`config.mk`:
```
export PLATFORM = sky130hd
export DESIGN_NAME = mc_control_unit
export DESIGN_NICKNAME = d
export VERILOG_FILES = /design/src/rtl/mc_control_unit.sv
export SDC_FILE = /design/constraint.sdc
export NUM_CORES = 1
export LEC_CHECK = 0
export ABC_CLOCK_PERIOD_IN_PS = 2160
export CORE_MARGIN = 1.5
export CORE_UTILIZATION = 40
export CTS_CLUSTER_DIAMETER = 50
export DETAILED_ROUTE_END_ITERATION = 7
export PLACE_DENSITY_LB_ADDON = 0.08
export SLEW_MARGIN = 10
export SYNTH_ARGS = -nofsm -noshare
export SYNTH_HDL_FRONTEND = slang
export SYNTH_SLANG_ARGS = --single-unit
```
`constraint.sdc`:
```
create_clock -name clock -period 2.16 [get_ports clock]
set_clock_uncertainty 0.05 [all_clocks]
set_input_delay 0.432 -clock clock [delete_from_list [all_inputs] [get_ports clock]]
set_output_delay 0.432 -clock clock [all_outputs]
set_load 0.005 [all_outputs]
```
`src/rtl/mc_control_unit.sv`:
```
`default_nettype none
// ============================================================================
// Module   : mc_control_unit
// Purpose  : Multi-cycle control FSM for the 16-bit load/store processor.
//            Steps the shared datapath through fetch, decode, execute, memory
//            and writeback. Inputs are IR[15:12], the ALU zero flag and the
//            memory-ready handshake. Also counts retired instructions.
// Ports    : clock, rst                      - clock, synchronous active-high reset
//            opcode, zero, mem_ready         - IR opcode, ALU zero, memory done
//            pc_write, pc_src, ir_write      - PC / IR load controls
//            iord, mem_read, mem_write       - memory port controls
//            alu_src_a, alu_src_b, alu_op    - ALU operand / operation select
//            reg_write, wb_sel, out_write    - writeback and output-port controls
//            halted, illegal, retired        - status and retired count
// Revision : 1.0 - initial release
// ============================================================================
module mc_control_unit #(
    parameter int OP_W  = 4,
    parameter int CNT_W = 16
) (
    input  logic             clock,
    input  logic             rst,
    input  logic [OP_W-1:0]  opcode,
    input  logic             zero,
    input  logic             mem_ready,
    output logic             pc_write,
    output logic [1:0]       pc_src,
    output logic             ir_write,
    output logic             iord,
    output logic             mem_read,
    output logic             mem_write,
    output logic             alu_src_a,
    output logic [1:0]       alu_src_b,
    output logic [1:0]       alu_op,
    output logic             reg_write,
    output logic [1:0]       wb_sel,
    output logic             out_write,
    output logic             halted,
    output logic             illegal,
    output logic [CNT_W-1:0] retired
);

    // State encoding
    localparam logic [3:0] c_S_FETCH    = 4'd0;
    localparam logic [3:0] c_S_DECODE   = 4'd1;
    localparam logic [3:0] c_S_EXEC_R   = 4'd2;
    localparam logic [3:0] c_S_EXEC_I   = 4'd3;
    localparam logic [3:0] c_S_MEM_ADDR = 4'd4;
    localparam logic [3:0] c_S_MEM_RD   = 4'd5;
    localparam logic [3:0] c_S_MEM_WB   = 4'd6;
    localparam logic [3:0] c_S_MEM_WR   = 4'd7;
    localparam logic [3:0] c_S_BRANCH   = 4'd8;
    localparam logic [3:0] c_S_JUMP     = 4'd9;
    localparam logic [3:0] c_S_ALU_WB   = 4'd10;
    localparam logic [3:0] c_S_IO_IN    = 4'd11;
    localparam logic [3:0] c_S_IO_OUT   = 4'd12;
    localparam logic [3:0] c_S_HALT     = 4'd13;

    // Opcodes
    localparam logic [3:0] c_OP_ADDI = 4'h4;
    localparam logic [3:0] c_OP_LW   = 4'h5;
    localparam logic [3:0] c_OP_SW   = 4'h6;
    localparam logic [3:0] c_OP_BEQ  = 4'h7;
    localparam logic [3:0] c_OP_BNE  = 4'h8;
    localparam logic [3:0] c_OP_JAL  = 4'h9;
    localparam logic [3:0] c_OP_IN   = 4'hA;
    localparam logic [3:0] c_OP_OUT  = 4'hB;
    localparam logic [3:0] c_OP_HALT = 4'hF;

    // ALU / mux select codes
    localparam logic [1:0] c_ALU_ADD   = 2'd0;
    localparam logic [1:0] c_ALU_SUB   = 2'd1;
    localparam logic [1:0] c_ALU_FUNCT = 2'd2;
    localparam logic [1:0] c_B_REGB    = 2'd0;
    localparam logic [1:0] c_B_ONE     = 2'd1;
    localparam logic [1:0] c_B_IMM     = 2'd2;
    localparam logic [1:0] c_PC_ALU    = 2'd0;
    localparam logic [1:0] c_PC_ALUOUT = 2'd1;
    localparam logic [1:0] c_PC_JUMP   = 2'd2;
    localparam logic [1:0] c_WB_ALU    = 2'd0;
    localparam logic [1:0] c_WB_MDR    = 2'd1;
    localparam logic [1:0] c_WB_IN     = 2'd2;
    localparam logic [1:0] c_WB_PC     = 2'd3;

    localparam logic [CNT_W-1:0] c_CNT_ONE = {{(CNT_W-1){1'b0}}, 1'b1};

    logic [3:0]       r_state;
    logic [3:0]       w_next;
    logic [3:0]       w_op;
    logic             w_retire;
    logic [CNT_W-1:0] r_retired;

    assign w_op    = opcode[3:0];
    assign retired = r_retired;

    // ------------------------------------------------------------------
    // State register and retired counter
    // ------------------------------------------------------------------
    always_ff @(posedge clock) begin
        if (rst) begin
            r_state   <= c_S_FETCH;
            r_retired <= '0;
        end else begin
            r_state <= w_next;
            if (w_retire) begin
                r_retired <= r_retired + c_CNT_ONE;
            end
        end
    end

    // ------------------------------------------------------------------
    // Next-state logic
    // ------------------------------------------------------------------
    always_comb begin
        w_next = r_state;
        case (r_state)
            c_S_FETCH: begin
                if (mem_ready) w_next = c_S_DECODE;
            end
            c_S_DECODE: begin
                case (w_op)
                    4'h0, 4'h1, 4'h2, 4'h3: w_next = c_S_EXEC_R;
                    c_OP_ADDI:              w_next = c_S_EXEC_I;
                    c_OP_LW, c_OP_SW:       w_next = c_S_MEM_ADDR;
                    c_OP_BEQ, c_OP_BNE:     w_next = c_S_BRANCH;
                    c_OP_JAL:               w_next = c_S_JUMP;
                    c_OP_IN:                w_next = c_S_IO_IN;
                    c_OP_OUT:               w_next = c_S_IO_OUT;
                    c_OP_HALT:              w_next = c_S_HALT;
                    default:                w_next = c_S_FETCH;
                endcase
            end
            c_S_EXEC_R, c_S_EXEC_I: w_next = c_S_ALU_WB;
            c_S_MEM_ADDR: begin
                // Opcode is still held in IR, so it selects the memory direction.
                w_next = (w_op == c_OP_LW) ? c_S_MEM_RD : c_S_MEM_WR;
            end
            c_S_MEM_RD: begin
                if (mem_ready) w_next = c_S_MEM_WB;
            end
            c_S_MEM_WR: begin
                if (mem_ready) w_next = c_S_FETCH;
            end
            c_S_ALU_WB, c_S_MEM_WB, c_S_BRANCH,
            c_S_JUMP, c_S_IO_IN, c_S_IO_OUT: w_next = c_S_FETCH;
            c_S_HALT:  w_next = c_S_HALT;
            default:   w_next = c_S_FETCH;
        endcase
    end

    // ------------------------------------------------------------------
    // Output decode. Reset forces every output low combinationally so an
    // abandoned instruction issues no strobe in the reset cycle.
    // ------------------------------------------------------------------
    always_comb begin
        pc_write  = 1'b0;
        pc_src    = c_PC_ALU;
        ir_write  = 1'b0;
        iord      = 1'b0;
        mem_read  = 1'b0;
        mem_write = 1'b0;
        alu_src_a = 1'b0;
        alu_src_b = c_B_REGB;
        alu_op    = c_ALU_ADD;
        reg_write = 1'b0;
        wb_sel    = c_WB_ALU;
        out_write = 1'b0;
        halted    = 1'b0;
        illegal   = 1'b0;
        w_retire  = 1'b0;
        if (!rst) begin
            case (r_state)
                c_S_FETCH: begin
                    mem_read = 1'b1;
                    // PC+1 and IR load only commit on the cycle data returns.
                    if (mem_ready) begin
                        ir_write  = 1'b1;
                        pc_write  = 1'b1;
                        pc_src    = c_PC_ALU;
                        alu_src_b = c_B_ONE;
                    end
                end
                c_S_DECODE: begin
                    // Branch target precomputed into ALUOut.
                    alu_src_b = c_B_IMM;
                    illegal   = (w_op == 4'hC) || (w_op == 4'hD) || (w_op == 4'hE);
                    w_retire  = (w_op == c_OP_HALT);
                end
                c_S_EXEC_R: begin
                    alu_src_a = 1'b1;
                    alu_op    = c_ALU_FUNCT;
                end
                c_S_EXEC_I, c_S_MEM_ADDR: begin
                    alu_src_a = 1'b1;
                    alu_src_b = c_B_IMM;
                end
                c_S_ALU_WB: begin
                    reg_write = 1'b1;
                    wb_sel    = c_WB_ALU;
                    w_retire  = 1'b1;
                end
                c_S_MEM_RD: begin
                    mem_read = 1'b1;
                    iord     = 1'b1;
                end
                c_S_MEM_WB: begin
                    reg_write = 1'b1;
                    wb_sel    = c_WB_MDR;
                    w_retire  = 1'b1;
                end
                c_S_MEM_WR: begin
                    mem_write = 1'b1;
                    iord      = 1'b1;
                    w_retire  = mem_ready;
                end
                c_S_BRANCH: begin
                    alu_src_a = 1'b1;
                    alu_op    = c_ALU_SUB;
                    pc_src    = c_PC_ALUOUT;
                    pc_write  = (w_op == c_OP_BNE) ? ~zero : zero;
                    w_retire  = 1'b1;
                end
                c_S_JUMP: begin
                    pc_write  = 1'b1;
                    pc_src    = c_PC_JUMP;
                    reg_write = 1'b1;
                    wb_sel    = c_WB_PC;
                    w_retire  = 1'b1;
                end
                c_S_IO_IN: begin
                    reg_write = 1'b1;
                    wb_sel    = c_WB_IN;
                    w_retire  = 1'b1;
                end
                c_S_IO_OUT: begin
                    out_write = 1'b1;
                    w_retire  = 1'b1;
                end
                c_S_HALT: begin
                    halted = 1'b1;
                end
                default: begin
                end
            endcase
        end
    end

endmodule
`default_nettype wire

```
Word-level counts from Yosys, hierarchy flattened
Memory sizes are Yosys's and may differ from the RTL's.
Index checks and enable logic that the tools add are counted.
Word-level totals
  flip-flop bits (word level): 20
  bits in read-only memories: 64
  input port bits: 8
  output and inout port bits: 34
  word-level logic and storage cells: 76
  memories kept: 1
Memories
  (no name shown): words 16, width 4, rd ports 1, clocked after Yosys merged registers in 0, wr ports 0, line 121  | case (w_op)
Cells by class
  add/sub/neg operators: 1
  equal/unequal tests: 22
  multiplexer cells: 38
  bitwise gates (word level): 1
  reduce and logical (&&, ||, !) cells: 11
Operators with widths (number)
  equality test 4 bit, second input constant: 11
  one-hot mux 4 bit (7 select lines): 1
  2-to-1 mux 1 bit: 23
  equality test 4 x 3 -> 1 bit, second input constant: 5
  adder 16 x 1 -> 16 bit, second input constant: 1
  2-to-1 mux 4 bit: 3
  one-hot mux 2 bit (2 select lines): 3
  2-to-1 mux 2 bit: 5
  equality test 4 x 2 -> 1 bit, second input constant: 2
  OR reduction 4 bit: 2
  inequality test 2 bit, second input constant: 3
  one-hot mux 1 bit (3 select lines): 2
  one-hot mux 2 bit (3 select lines): 1
  OR reduction 2 bit: 3
  OR reduction 6 bit: 1
  equality test 4 x 1 -> 1 bit, second input constant: 1
  logical NOT 4 bit: 1
  AND reduction 3 bit: 1
  OR reduction 3 bit: 1
  logical OR 1 bit: 2
  NOT 1 bit: 1

Logic depth before layout (Yosys ltp)
  word-level depth: 5
  mapped depth: 7
  mapped depth without buffers: 6

Worst setup path after synthesis
OpenSTA, ideal clock, no wires.
  path type: register to register
  start point: register r_state[0]
  end point: register r_retired[15], in the netlist retired[15]
  setup time: 0.121 ns
  arrival: 1.747 ns
  data required time: 1.989 ns
  path slack: 0.242 ns
  stages on the path, launching flop included: 7
  path buffers: 2
  clock period less this slack: 1.918 ns
  path through: dfxtp_1 -> buf_2 -> or3b_1 -> o311a_2 -> buf_6 -> nor4b_1 -> mux2_2
On the way
  cells in the longest elaborated chain, start to end: 4
  elaborated cells on any way between the ends: 11
  those cells by class: eq/ne (8); mux (2); reduce/logical (1)
RTL lines
  start: declaration: line 87  | logic [3:0] r_state;
  start signal: assignment: line 101  | r_state <= c_S_FETCH;
  start signal: assignment: line 104  | r_state <= w_next;
  equality test 4 bit / equality test 4 x 3 -> 1 bit (equally long branches): line 172  | case (r_state)
  OR reduction 6 bit (no source line)
  one-hot mux 1 bit (3 select lines) (*): line 172
  2-to-1 mux 1 bit (*): line 171  | if (!rst) begin
  end signal: assignment: line 106  | r_retired <= r_retired + c_CNT_ONE;
  end: declaration: line 91  | logic [CNT_W-1:0] r_retired;
Mark *: on every way between the ends. The rest lies on a longest branch, timed or not.
A chain may end at the register's enable or synchronous reset.

Final worst setup path
  start point: input port rst
  end point: output port alu_src_b[0]
On the way
  cells in the longest elaborated chain, start to end: 1
RTL lines
  start: declaration: line 22  | input logic rst,
  2-to-1 mux 2 bit: line 171
  end: declaration: line 33  | output logic [1:0] alu_src_b,
No other way between the ends.

==> impl_metrics.toml <==
[status]
status = "finished, final reports clean"

[drt]
routed_via_density = 5.576
wl_per_cell_um = 14.55
routed_wl_um = 4570
dr.first_iter.drc_count = 113
postRouteAntennaNets = 0
num_vias = 1751
dr.pass1.iters = 4
drc = 0

[critical_path]
cp_top_family = "buffers and inverters"
start_kind = "primary input"
max_stage_delay_ns = 0.28
reg2reg_slack_ns = 0.07
r2r_end = "retired[5]$_SDFFE_PP0P_"
cp_common_cell = "dlygate4sd2_1"
critPathCaptureType = "primary output"
reg2reg_from = "r_state[0]$_SDFFE_PP0P_"
cp_slowest_cell = "or2_4"
path_class = "in -> out"
reg2reg_depth = 6
worstPathRequired_ns = 1.68
critPathLaunch = "rst"
cp_cell_sequence = "dlygate4sd2_1 -> or2_4 -> buf_4 -> nor4_4 -> dlygate4sd2_1"
cp.arrival_ns = 1.63
worst-path-buf-inv = 3
crit_fanout = 3

[clock_tree]
clk_latency_ns = 0.26
cts_tree = "yes"
cts_max_level = 1
clk_pin_slew_ns = 0.08
clockBufferDepth = 2
cts_buffers = 3
clock-sinks = 20
cts_root_buf = "clkbuf_8"

[final_layout]
drive_gt1_share_pct = 31.95
nets = 280
design_area_sq_um = 2417
layout_commonest_cell = "buf_4"
syn_to_final_growth_pct = 60.47
insertedDiodeCount = 0
layout_common_cells = "buf_4, clkdlybuf4s50_1, dlygate4sd2_1"

[sta]
rsz0062_at_grt = "yes"
post-route-period-util_pct = 97.55
max_freq_mhz = 474.6
slew_violations = 0
maxSlewHeadroom_pct = 78.81
worst_pin_slew_ns = 0.3138
finalHoldViolCount = 0
fin_tns_setup_ns = 0
setup_viol = 0
worst_slack_ns = 0.05299
period_needed_ns = 2.107

[power]
power_density_nw_per_um2 = 479.8
p_leak_uw = 0.001034
ir_drop_mv = 0.4641

[synthesis]
synth_area_sq_um = 1506
synth_top_area_share_pct = 26.58
synth_warnings = 0
synth_nets = 208
netlist_top_cells_area = "dfxtp_1, mux2_2, a21oi_1, nor4_1, ha_1"
ys_ff_latch = 20
async_flop_share_pct = 0
yosysTopAreaCell = "dfxtp_1"
postSynthCellCount = 195
avgSynthCellArea_sq_um = 7.725
synth_edf_count = 0
yosys.cell_types.count = 46
ys.flop_type = "dfxtp_1"
seq_area_frac_synth_pct = 26.58

[floorplanning]
die_x_um = 64.37
start_util_pct = 41.46
die_area_sq_um = 4144
core_sq_um = 3633
chipHeight_um = 64.37
rows = 22
boundaryPins = 42

[grt]
grt_pass1_vias = 1655
grt_antenna_before_repair = 0
grt-ovfl-total = 0
grt_max_degree = 17
grt_pass1_wl_um = 7576
grt.total_usage_pct = 22.85

[hold_path]
hp-class = "reg -> reg"
hp-start = "retired[14]$_SDFFE_PP0P_"
holdPathEnd = "retired[14]$_SDFFE_PP0P_"
min_path_cells = 2

[placed_design]
hpwl_um = 3434
place_area_sq_um = 2190
gp_congestion = 0.9254
post-place-ws_ns = -0.5290
port_buffers = 41

[flow_run]
maxCapViolCount = 0
-- metal layers --
layer,GRT usage (%),share of wire (%)
met4,6.383,0.59
met5,0,0
met3,4.577,4.5
met1,31.65,48
met2,35.94,47
-- layout make-up --
class | instances | area, sq um
Sequential cell | 20 | 412.9
Fill cell | 321 | 1216
Tap cell | 48 | 60.06
Timing Repair Buffer | 85 | 739.5
Clock inverter | 1 | 30.03
Inverter | 6 | 25.02
Clock buffer | 3 | 41.29
Multi-Input combinational cell | 151 | 1109
-- synthesized netlist by cell type (2+ instances only) --
cell type  instances
nand3b_1           2
and2_1             2
nand2b_1           2
nor2_1            15
and3_1             3
or2_2              2
a211oi_1           3
clkbuf_1          11
buf_1              2
inv_1              6
or4_1              7
a22oi_1            2
and4_1             3
a21oi_1           15
nand4_1            4
nor3_1             5
buf_2              4
nor4b_1            2
o31ai_1            8
nor2b_1            9
dfxtp_1           20
xor2_1             2
o21ai_0            4
nand2_1           10
o311ai_0           2
mux2_2             9
nand3_1            8
ha_1               5
nor4_1            11
-- registers in the layout (all words and copies together) (netlist names) --
signal / cells
r_state: 4
retired: 16
-- per-stage QoR --
| step | total power [uW] | utilization, % | std cells | hold slack, ns |
|---|---|---|---|---|
| CTS | 1152 | 65.56 | 313 | 0.4511 |
| global placement | 747.5 | 60.26 | 305 | 0.4255 |
| global route | 1221 | 66.53 | 314 | 0.4729 |
| floorplan | 576.3 | - | 195 | 0.4261 |
| detailed placement | 756.5 | 60.26 | 305 | 0.4413 |
| finish | 1160 | 66.53 | 314 | 0.4487 |
-- how the worst max path moves through the flow --
stage                                    end  slack, ns  depth (start not counted)
floorplan           retired[15]$_SDFFE_PP0P_       0.24                          6
global route                        pc_write      -0.06                          6
finish                          alu_src_b[0]       0.05                          5
detailed placement                  pc_write      -0.53                          8
CTS                                  illegal      -0.03                          5
global placement                    pc_write      -0.51                          8
-- report_power, final --
group          total, uW  leakage (uW)  switching, uW  internal, uW
Combinational        384      0.000834            190           194
Clock                375     0.0000357            128           247
Sequential           401      0.000164           20.0           381
-- timing repair --
item                                    in CTS  in global routing
buffers inserted                             4                  0
gates cloned                                 0                  1
endpoints found under the setup margin      24                 12
pin swaps                                    5                  3
gates resized for setup                     53                  9
hold buffers                                 0                  0
-- cells by family after synthesis --
family / Yosys count / synth area share, %
compound gates: 43 / 19.19
xor+xnor: 3 / 1.745
fa+ha+maj: 5 / 4.153
buf+inv: 25 / 7.309
flops: 20 / 26.58
mux: 10 / 7.392
simple gates: 89 / 33.64
-- worst min-delay path: cells and delay by family (launching register included) --
kind,cells,cell delay (ns)
flip-flops,1,0.34
AO/OA/AOI/OAI,2,0.12
(Power assumes the default switching activity.)
